## src/rtl/shared_reg_wr_arb_pkg.sv

```systemverilog
// Shared definitions for the shared-register write arbiter.
// Holds the default requester count, data width and requester-index width,
// plus the rule for the smallest legal index width.
package shared_reg_wr_arb_pkg;

  localparam int DEF_N   = 4;
  localparam int DEF_W   = 8;
  localparam int DEF_IDW = 2;

  // The requester index must be able to name every requester.
  // In other words, IDW >= ceil(log2 N).
  function automatic int idw_min(input int n);
    return (n <= 1) ? 1 : $clog2(n);
  endfunction

endpackage

```

## src/rtl/shared_reg_wr_arb_reg_en_w.sv

```systemverilog
// reg_en_w: W-bit bank of enable flip-flops.
// Ports:
//   clk - rising-edge clock
//   rst - asynchronous active-low reset; clears q to 0
//   en  - 1 loads d on the next rising edge, 0 holds q
//   d   - load data
//   q   - register contents
module reg_en_w
  import shared_reg_wr_arb_pkg::*;
#(
  parameter int W = DEF_W
) (
  input  logic         clk,
  input  logic         rst,
  input  logic         en,
  input  logic [W-1:0] d,
  output logic [W-1:0] q
);

  always_ff @(posedge clk or negedge rst) begin
    if (!rst) begin
      q <= '0;
    end else if (en) begin
      q <= d;
    end
  end

endmodule

```

## src/rtl/shared_reg_wr_arb.sv

```systemverilog
// shared_reg_wr_arb: round-robin write scheduler for one shared W-bit register.
// The block picks at most one requester per cycle. It loads that requester's
// data into the register. It then returns a one-cycle ack and records the
// winner as owner.
// Ports:
//   clk    - rising-edge clock
//   rst    - asynchronous active-low reset
//   req    - per-requester write request (level, held until acked)
//   wdata  - requester i's data is wdata[i*W +: W]
//   freeze - 1 suspends arbitration and writes this cycle
//   q      - current value of the shared register
//   ack    - one-hot, high for one cycle after the requester's write
//   upd    - high in the cycle after any write
//   owner  - index of the last requester that wrote q
module shared_reg_wr_arb
  import shared_reg_wr_arb_pkg::*;
#(
  parameter int N   = DEF_N,
  parameter int W   = DEF_W,
  parameter int IDW = DEF_IDW
) (
  input  logic           clk,
  input  logic           rst,
  input  logic [N-1:0]   req,
  input  logic [N*W-1:0] wdata,
  input  logic           freeze,
  output logic [W-1:0]   q,
  output logic [N-1:0]   ack,
  output logic           upd,
  output logic [IDW-1:0] owner
);

  logic [IDW-1:0] ptr;
  logic [N-1:0]   elig_p0;
  logic           found_p0;
  logic [IDW-1:0] winner_p0;
  logic           en_p0;
  logic [W-1:0]   wsel_p0;
  logic [N-1:0]   ack_nxt_p0;
  logic [IDW-1:0] ptr_nxt_p0;

  // Stage p0: combinational arbitration on the current requests and pointer.
  always_comb begin : p_arb
    int             idx;
    logic [IDW-1:0] sel;
    idx        = 0;
    sel        = '0;
    found_p0   = 1'b0;
    winner_p0  = '0;
    // A requester acked this cycle is masked. This stops a second write
    // while it is still dropping req.
    elig_p0    = req & ~ack;
    // Scan ptr, ptr+1, ... and wrap explicitly, so N need not be a power of two.
    for (int k = 0; k < N; k++) begin
      idx = int'(ptr) + k;
      if (idx >= N) begin
        idx = idx - N;
      end
      sel = IDW'(idx);
      if (!found_p0 && elig_p0[sel]) begin
        found_p0  = 1'b1;
        winner_p0 = sel;
      end
    end
    en_p0      = !freeze && found_p0;
    wsel_p0    = wdata[int'(winner_p0)*W +: W];
    ack_nxt_p0 = '0;
    ack_nxt_p0[winner_p0] = 1'b1;
    ptr_nxt_p0 = (int'(winner_p0) == N - 1) ? '0 : winner_p0 + IDW'(1);
  end

  // Stage p1: register the write, the ack/upd strobes, the owner and the pointer.
  reg_en_w #(.W(W)) u_q (
    .clk (clk),
    .rst (rst),
    .en  (en_p0),
    .d   (wsel_p0),
    .q   (q)
  );

  always_ff @(posedge clk or negedge rst) begin
    if (!rst) begin
      ack   <= '0;
      upd   <= 1'b0;
      owner <= '0;
      ptr   <= '0;
    end else begin
      ack <= en_p0 ? ack_nxt_p0 : '0;
      upd <= en_p0;
      if (en_p0) begin
        owner <= winner_p0;
        ptr   <= ptr_nxt_p0;
      end
    end
  end

endmodule

```

## config.mk

```make
export PLATFORM = sky130hd
export DESIGN_NAME = shared_reg_wr_arb
export DESIGN_NICKNAME = d
export VERILOG_FILES = /design/src/rtl/shared_reg_wr_arb_pkg.sv /design/src/rtl/shared_reg_wr_arb_reg_en_w.sv /design/src/rtl/shared_reg_wr_arb.sv
export SDC_FILE = /design/constraint.sdc
export NUM_CORES = 1
export LEC_CHECK = 0
export CORE_ASPECT_RATIO = 1.2
export CORE_MARGIN = 2
export CORE_UTILIZATION = 40
export CTS_CLUSTER_SIZE = 28
export DETAILED_ROUTE_END_ITERATION = 8
export PLACE_DENSITY_LB_ADDON = 0.3
export SLEW_MARGIN = 20
export SYNTH_ARGS = -nofsm -noshare
export SYNTH_HDL_FRONTEND = slang
export SYNTH_HIERARCHICAL = 1
export SYNTH_SLANG_ARGS = --single-unit
```

## constraint.sdc

```tcl
create_clock -name clk -period 3.4 [get_ports clk]
set_clock_uncertainty 0.15 [all_clocks]
set_input_delay 0.68 -clock clk [delete_from_list [all_inputs] [get_ports clk]]
set_output_delay 0.68 -clock clk [all_outputs]
set_load 0.02 [all_outputs]
```

* After elaboration in Yosys (flattened, before gate mapping)
Index checks and enable logic that the tools add are counted.
** Storage, ports and cells
- Register bits after elaboration :: 17
- Latch bits :: 0
- RAM bits :: 0
- Bits in read-only memories :: 0
- Bits of input ports :: 39
- Output and inout port bits :: 15
- Logic and storage cells :: 60
- Memories :: 0
** Operators by class
- Add/sub/neg operators :: 8
- Multipliers :: 0
- Div/mod/pow operators :: 0
- Magnitude comparators :: 10
- Equality and inequality tests :: 1
- Shift-type cells :: 1
- Multiplexer cells :: 24
- Bitwise operators :: 2
- Reductions and logical operators :: 9
** Operators by type and width (count)
- 32-bit by 6-bit variable part select with 8-bit output :: 1
- 2-bit two-way mux :: 9
- 2-bit by 3-bit < comparator with 1-bit output (second input constant) :: 5
- 3-bit >= comparator (second input constant) :: 3
- 1-bit two-way mux :: 9
- 1-bit binary-select mux with 2-bit select :: 4
- 2-bit by 1-bit subtractor with 2-bit output (second input constant) :: 4
- 2-bit by 2-bit adder with 3-bit output (second input constant) :: 2
- 1-bit logical AND :: 5
- 4-bit AND :: 1
- 1-bit zero test :: 4
- 4-bit two-way mux :: 1
- 4-bit inverter :: 1
- 2-bit by 1-bit adder with 3-bit output (second input constant) :: 1
- 2-bit by 3-bit >= comparator with 1-bit output (second input constant) :: 1
- 2-bit by 1-bit adder with 2-bit output (second input constant) :: 1
- 1-bit demux with 2-bit select :: 1
- 2-bit by 1-bit equality test with 1-bit output (second input constant) :: 1
- 2-bit by 1-bit >= comparator with 1-bit output (second input constant) :: 1

* Longest topological paths before layout
Gate-level depths: netlist of run 1.
- Depth after elaboration :: 19
- Depth in mapped cells :: 8
- Depth with buffers taken out :: 7

* Cells and area by module
The synthesis of run 1 kept the hierarchy.
** Modules (own cells, without submodules)
- shared_reg_wr_arb :: times used 1, cells each 65, area each 733.2 um^2, seq. area each 225.2 um^2
- reg_en_w :: times used 1, cells each 17, area each 331.6 um^2, seq. area each 200.2 um^2

* Least setup slack after synthesis of run 1
No wires, ideal clock.
- Path type :: input-to-reg
- Start point :: input port req[3]
- End point :: register u_q.q[0]
- Library setup time :: 0.125 ns
- Arrival :: 1.995 ns
- Data required time :: 3.125 ns
- Path slack :: 1.130 ns
- Stages on the path :: 8
- Path buffers :: 2
- Cell sequence :: nor2b_2 -> nor2_2 -> o32ai_2 -> buf_6 -> buf_12 -> mux2i_1 -> mux2i_1 -> mux2_4
** Between the ends
- Word-level cells in the longest chain between the ends :: 14
- Elaborated cells on any way between the ends :: 25
- Those cells by class :: 1 x shift; 16 x mux; 1 x bitwise; 7 x reduce/logical
** RTL lines
- start, declared :: RTL line shared_reg_wr_arb.sv:24 : input logic [N-1:0] req,
- 4-bit AND * :: RTL line shared_reg_wr_arb.sv:52 : elig_p0 = req & ~ack;
- 1-bit binary-select mux with 2-bit select :: RTL line shared_reg_wr_arb.sv:60 : if (!found_p0 && elig_p0[sel]) begin
- 1-bit two-way mux (implied by the code) :: RTL line shared_reg_wr_arb.sv:60
- 1-bit two-way mux :: RTL line shared_reg_wr_arb.sv:60
- 1-bit zero test :: RTL line shared_reg_wr_arb.sv:60
- 1-bit logical AND :: RTL line shared_reg_wr_arb.sv:60
- 1-bit two-way mux :: RTL line shared_reg_wr_arb.sv:60
- 1-bit zero test :: RTL line shared_reg_wr_arb.sv:60
- 1-bit logical AND :: RTL line shared_reg_wr_arb.sv:60
- 1-bit two-way mux :: RTL line shared_reg_wr_arb.sv:60
- 1-bit zero test :: RTL line shared_reg_wr_arb.sv:60
- 1-bit logical AND :: RTL line shared_reg_wr_arb.sv:60
- 2-bit two-way mux * :: RTL line shared_reg_wr_arb.sv:60
- 32-bit by 6-bit variable part select with 8-bit output * :: RTL line shared_reg_wr_arb.sv:66 : wsel_p0 = wdata[int'(winner_p0)*W +: W];
- named net wsel_p0[0] :: RTL line shared_reg_wr_arb.sv:38 : logic [W-1:0] wsel_p0;
- end signal, assigned :: RTL line shared_reg_wr_arb_reg_en_w.sv:22 : q <= '0;
- end signal, assigned :: RTL line shared_reg_wr_arb_reg_en_w.sv:24 : q <= d;
- end, declared :: RTL line shared_reg_wr_arb_reg_en_w.sv:17 : output logic [W-1:0] q
The timed path passes the listed nets; every way through them passes the cells marked *. The select of a mux whose other input is x is not followed.
A chain may end at the register's enable or synchronous reset.

* Worst setup path after layout of run 1
- Start point :: input port req[3]
- End point :: register u_q.q[4]
The elaborated chain is that of the path after synthesis.

==> summary.md, run 1 <==
| Metric | Value |
|---|---|
| F_max | `around 380 MHz` |
| Power density over the cells | `769.9 mW/mm^2` |
| Register area | `425.4 um^2` |
| Sequential Power Share | `0.282` |
| ANT nets after route | `0` |
| Num ports | `54` |
| Number of CTS-inserted buffers | `3` |
| Largest net degree at the start of global routing | `19` |
| Final nets | `179` |
| Worst hold path type | `reg2reg` |
| Slew headroom | `0.5117` |
| Setup Fix Bufs, Post-CTS | `0` |
| Total clock sinks | `17` |
| DR WL/cell | `13.28 um` |
| Min cycle time layout | `2.614 ns` |
| Area Growth Syn to Fin | `54.64%` |
| Die Ht | `60.52 um` |
| Filler cells | `207` |
| CP Buf/Inv Count | `2` |
| DRC errors left | `0` |
| DR pass1 iterations | `5` |
| FF+latch count, synth | `17` |
| Hold Crit Depth | `1` |
| Leak Pwr | `between 0.0007 and 0.0008 uW` |
| WP data arrival | `2.63 ns` |
| Crit-path most repeated cell | `mux2i_1` |
| Core area | `between 0.002 and 0.003 mm^2` |
| Ys Warns | `6` |
| Die area | `slightly above 0.003 mm^2` |
| CTS H-tree lvls | `1` |
| Initial antenna violation count | `0` |
| Slew at the pin with the worst max-slew slack | `0.7302 ns` |
| Final-report hold violation count | `0` |
| CTS root buffer | `clkbuf_4` |
| Initial cell density of the core | `0.4213` |
| DRT iter0 DRCs | `3` |
| Share of post-route cells with drive strength above 1 | `0.1812` |
| Startpoint types | `input pin` |
| GP Congestion | `0.6883` |
| Largest fanout on the critical path | `18` |
| Post-cts resize count | `0` |
| VDD IR max | `0.3813 mV` |
| WS Path Type | `in2reg` |
| CTS tree | `done` |
| HP Start | `owner[0]$_DFFE_PN0P_` |
| Max Used Layer | `met4` |
| First-pass GRT wire length | `3795 um` |
| Post-Synthesis Cells | `roughly 80` |
| Clk_lat worst skew | `approximately 0.28 ns` |
| Antenna Cells | `0` |
| Netlist cell types | `25` |
| Clk slew on worst S/H paths | `0.09 ns` |
| TNS Setup | `0 ns` |
| CTS max path bufs | `2` |
| Metal3 WL | `167 um` |
| CP Data Required Time | `3.42 ns` |
| Register area share after synthesis | `0.3995` |
| Register-to-register setup slack | `about 1.3 ns` |
| Max-slew violations | `0` |
| Reg2reg path depth | `7` |
| Post-Route WL | `about 2300 um` |
| Multi-input gate area | `around 590 um^2` |
| Grt ovf | `0` |
| Worst Setup End Kind | `flip-flop` |
| Final-report setup violation count | `0` |
| Wire length on met2 | `between 1000 and 1500 um` |
| Slowest CP cell | `clkdlybuf4s50_1` |
| CTS Hold Buffers Added | `0` |
| Outcome | `completed` |
| I/O Buffers | `53` |
| Vias/cell | `4.918` |
| Place WS | `0.4815 ns` |
| Clock network power share | `0.079` |
| Internal power | `between 700 and 800 uW` |
| Worst r2r dst | `u_q/q[4]$_DFFE_PN0P_` |
| Largest stage delay on the critical path | `0.44 ns` |
| Standard-cell rows | `20` |
| Hold EP | `owner[0]$_DFFE_PN0P_` |
| Crit Reg-Reg Startpoint | `ack[3]$_DFF_PN0_` |
| Die X | `51.10 um` |
| Fin crit share | `0.7688` |
| Sw Ratio | `0.3784` |
| DPL Wire Length | `1843 um` |
| Vias in the first global route | `889` |
| Mapped cell area | `0.001065 mm^2` |
| Metal-1 WL | `831 um` |
| Crit-path cells | `clkdlybuf4s50_1, nor2b_2, nor2_2, o32ai_4, buf_4, mux2i_1, mux2i_1, mux2_4` |
| Unrepaired setup endpoints after global routing | `false` |
| GR Util All Layers | `0.1692` |
| Max Cap Violations | `0` |
| Comb pwr share | `0.639` |
| CP delay by family, top | `buffers and inverters` |
| Via count | `841` |
| Syn Area/Cell | `12.99 um^2` |
| Worst Slack Setup Final | `0.7861 ns` |
| Syn_nets | `122` |
| Sw power | `479.7 uW` |
[cells in the mapped netlist (all sizes together)]
| master | instances | area [um^2] |
|---|---|---|
| mux2i | 24 | 240.2 |
| dfrtp | 17 | 425.4 |
| mux2 | 10 | 142.6 |
| nor2 | 8 | 32.54 |
| buf | 4 | 50.05 |
| inv | 2 | 10.01 |
| nand2b | 2 | 27.53 |
| nor2b | 2 | 22.52 |
| o21a | 2 | 15.01 |
| o32ai | 2 | 32.53 |
| a21oi | 1 | 5.000 |
| a311o | 1 | 10.01 |
| a31oi | 1 | 12.51 |
| and2 | 1 | 6.260 |
| ha | 1 | 12.51 |
| nand2 | 1 | 3.750 |
| nor3 | 1 | 5.000 |
| o21ai | 1 | 5.000 |
| o22ai | 1 | 6.260 |
[worst max path at each step]
stage                start                    to  depth (start not counted)
detailed placement  req[1]  u_q/q[4]$_DFFE_PN0P_                          8
CTS                 req[3]  u_q/q[4]$_DFFE_PN0P_                          8
global route        req[3]  u_q/q[3]$_DFFE_PN0P_                          8
finish              req[3]  u_q/q[4]$_DFFE_PN0P_                          8
global placement    req[3]  u_q/q[7]$_DFFE_PN0P_                          8
floorplan           req[3]  u_q/q[0]$_DFFE_PN0P_                          8
[per-stage QoR]
stage	util	cells	hold slack (ns)	power (uW)	cell area, um^2
after floorplan	-	82	0.2344	926.0	1065
after detailed placement	0.6411	167	0.3372	1179	1620
after global placement	0.6411	167	0.3328	1156	1620
after global routing	0.6515	171	0.3727	1359	1647
after CTS	0.6515	171	0.3583	1288	1647
final	0.6515	171	0.3522	1268	1647
[layout make-up]
type	instances	area share
Clock buffer	4	0.01596
Tap cell	33	0.02508
Multi-Input combinational cell	59	0.3587
Sequential cell	17	0.2584
Timing Repair Buffer	56	0.3359
Inverter	2	0.006079
[layout by cell type, fill, tap and decap left out, types with 2 or more instances in the layout]
cell type	count
clkdlybuf4s50_1	53
mux2i_1	24
dfrtp_1	17
mux2_4	8
nor2_1	7
clkbuf_4	3
buf_4	3
nand2b_4	2
o21a_1	2
mux2_2	2
[cells by family after synthesis]
| family | Yosys count | synth area share |
|---|---|---|
| AOI/OAI and AO/OA | 9 | 0.08107 |
| adders and majority gates | 1 | 0.01175 |
| buffers and inverters | 6 | 0.05641 |
| DFF | 17 | 0.3995 |
| muxes | 34 | 0.3596 |
| and+or+nand+nor | 15 | 0.09166 |
[routing by layer]
metal,GRT usage,up-vias
li1,-,408
met1,0.1643,393
met2,0.3377,38
met3,0.04187,2
met4,0.06950,0
met5,0,-
[sequential cells by signal, indices dropped and copies added (netlist names)]
name / count
upd: 1
ack: 4
u_q/q: 8
owner: 2
ptr: 2
[power by group through the flow]
stage	Sequential (uW)	Clock, uW	Combinational (uW)
2_1_floorplan	443	0	483
3_3_place_gp	358	0	798
3_5_place_dp	359	0	821
4_1_cts	359	107	821
5_1_grt	370	116	872
6_report	358	100	810
No activity file was read; power rests on OpenSTA's default activity.
==> inputs of run 2 (changes only) <==
- CORE_UTILIZATION: 40 -> 36
- clock period: 3.4 -> 2.09 ns (I/O delays scaled with it)
==> run 2 against run 1 <==
The flow now finishes with violations (negative setup slack). First-iteration DRC count grew to 5.3 times the previous value. Core utilization is 2.8 points higher. Combinational power is 120% higher. Via count is 12% higher. Sequential power is 65% higher. Largest power group unchanged. Power is 100% higher. Wire length is 29% higher. Critical path type is now reg2reg. Design area is 16% higher. Flip-flop and latch count stayed put. Worst hold slack worse by 0.044 ns.
==> summary.md, run 2 (same netlist as run 1, synthesis figures left out) <==
| Metric | Value |
|---|---|
| GP Congestion | `0.7744 (+13%)` |
| WP data arrival | `2.15 ns (-0.48 ns)` |
| CTS max path bufs | `2 (unchanged)` |
| Via count | `940 (+12%)` |
| Slowest CP cell | `dfrtp_1` |
| Core area | `0.002811 mm^2 (+11%)` |
| Fin crit share | `1.022` |
| DRT iter0 DRCs | `16 (+13)` |
| Max reg flops | `8 (unchanged)` |
| Share of post-route cells with drive strength above 1 | `0.3057 (+0.1246)` |
| Max Cap Violations | `0 (unchanged)` |
| Number of CTS-inserted buffers | `3 (unchanged)` |
| DR WL/cell | `15.31 um (+15%)` |
| Slew headroom | `0.8286 (+0.3169)` |
| Post-Route WL | `2925 um (+29%)` |
| Vias in the first global route | `1040 (+17%)` |
| ANT nets after route | `0 (unchanged)` |
| Power density over the cells | `1338 mW/mm^2 (+74%)` |
| Die area | `0.003410 mm^2 (+10%)` |
| Final nets | `198 (+11%)` |
| Outcome | `finished with violations` |
| CTS Hold Buffers Added | `0 (unchanged)` |
| Die X | `53.65 um (+5.0%)` |
| Area Growth Syn to Fin | `79.32%` |
| Commonest cells after routing, fill and taps aside | `49 x clkdlybuf4s50_1, 24 x mux2i_1, 17 x dfrtp_1` |
| Worst Setup End Kind | `flip-flop` |
| CTS root buffer | `clkbuf_4` |
| Standard-cell rows | `21 (+5.0%)` |
| Clk_lat worst skew | `0.28 ns (about the same)` |
| Post-route design area | `0.001909 mm^2 (+16%)` |
| CTS tree | `done` |
| Antenna Cells | `0 (unchanged)` |
| Total clock sinks | `17 (unchanged)` |
| Leak Pwr | `0.0008655 uW (+19%)` |
| Filler cells | `219 (+5.8%)` |
| Die Ht | `63.58 um (+5.0%)` |
| DR pass1 iterations | `3 (-2)` |
| Unrepaired setup endpoints after global routing | `true` |
| Min Hold Slack | `0.3081 ns (-0.04413 ns)` |
| GR Util All Layers | `0.1842 (+0.01498)` |
| Worst setup path start | `ack[1]$_DFF_PN0_` |
| CTS H-tree lvls | `1 (unchanged)` |
| I/O Buffers | `53 (unchanged)` |
| CP delay by family, top | `multiplexers` |
| Largest Register | `u_q/q` |
| Failing checks | `negative setup slack` |
| Worst r2r dst | `u_q/q[4]$_DFFE_PN0P_` |
| Worst hold path type | `in2async` |
| Crit-path cells | `nor2b_4, buf_6, nor2_4, o32ai_4, buf_6, buf_12, mux2i_1, mux2i_1, mux2_4` |
| F_max | `468.2 MHz` |
| Min cycle time layout | `2.136 ns` |
| Placement-stage cell area | `0.001694 mm^2 (+4.6%)` |
| Largest net degree at the start of global routing | `18 (-1)` |
| Slew at the pin with the worst max-slew slack | `0.2571 ns (-0.4731 ns)` |
| CP Buf/Inv Count | `3 (+1)` |
| Reg2reg path depth | `9 (+2)` |
| Biggest regs | `u_q/q (8), ack (4)` |
| Num ports | `54 (unchanged)` |
| Crit Reg-Reg Startpoint | `ack[1]$_DFF_PN0_` |
| Grt ovf | `0 (unchanged)` |
| VDD IR max | `0.7078 mV (+86%)` |
| First-pass GRT wire length | `4602 um (+21%)` |
| Commonest non-fill, non-tap cell in the layout | `clkdlybuf4s50_1` |
| Initial cell density of the core | `0.3787 (-0.04256)` |
| Max-slew violations | `0 (unchanged)` |
| WS Path Type | `reg2reg` |
| Crit path depth | `9 (+1)` |
| Vias/cell | `4.921 (about the same)` |
| Final-report setup violation count | `8 (+8)` |
| Clk slew on worst S/H paths | `0.10 ns (about the same)` |
| CP Data Required Time | `2.11 ns (-1.31 ns)` |
| Initial antenna violation count | `0 (unchanged)` |
| Register-to-register setup slack | `-0.05 ns (-1.31 ns)` |
| Startpoint types | `flip-flop` |
| Final-report hold violation count | `0 (unchanged)` |
| Worst Slack Setup Final | `-0.04601 ns (-0.8321 ns)` |
| DRC errors left | `0 (unchanged)` |
| DPL Wire Length | `1921 um (+4.3%)` |
| Largest fanout on the critical path | `5 (-13)` |
| Largest stage delay on the critical path | `0.43 ns (about the same)` |
## run 2: area by class of cell
type / instances / area (um^2) / area share
inverter: 2 / 10.01 / 0.005242
sequential: 17 / 425.4 / 0.2228
clock buffer: 4 / 26.28 / 0.01376
tap: 34 / 42.54 / 0.02228
multi-input combinational: 59 / 639.4 / 0.3349
timing repair buffer: 75 / 765.7 / 0.4010
## run 2: through the flow
step,setup TNS (ns),util,setup slack [ns],power (uW),std cells
after floorplan,0,-,0.03849,1506,82
after global placement,-3.960,0.6026,-0.3510,1967,176
after detailed placement,-4.662,0.6026,-0.4157,2005,176
after CTS,0,0.6649,0.01694,2485,191
after global routing,-1.159,0.6791,-0.1495,2711,191
final,-0.2810,0.6791,-0.04601,2554,191
## run 2: worst reg2reg max path: cells and delay by family, from the launching register on
kind | cells | cell delay [ns]
AOI/OAI and AO/OA | 1 | 0.25
DFF | 1 | 0.43
buffers and inverters | 3 | 0.44
muxes | 3 | 0.53
and+or+nand+nor | 2 | 0.24
## run 2: worst max-delay path by stage
stage	end	slack, ns
floorplan	u_q/q[0]$_DFFE_PN0P_	0.04
global placement	u_q/q[4]$_DFFE_PN0P_	-0.35
detailed placement	u_q/q[4]$_DFFE_PN0P_	-0.42
CTS	ptr[1]$_DFFE_PN0P_	0.02
global route	u_q/q[5]$_DFFE_PN0P_	-0.15
finish	u_q/q[4]$_DFFE_PN0P_	-0.05
## run 2: routing by layer
metal,part of all wire,global-route usage
met5,0,0
met4,0.0031,0.06090
met3,0.052,0.03318
met2,0.57,0.3426
met1,0.37,0.1985
## run 2: repair_timing
item	in CTS	in global routing
setup buffers	10	1
gates resized for setup	14	7
gates cloned	2	0
pin swaps	4	0
setup endpoints to repair	9	10
## run 2: report_power, final
part           internal [uW]  leakage, uW  switching [uW]
Combinational           1070     0.000645             723
Sequential               473     0.000205             118
Clock                   74.0    0.0000150            94.6
Total                   1620     0.000865             935
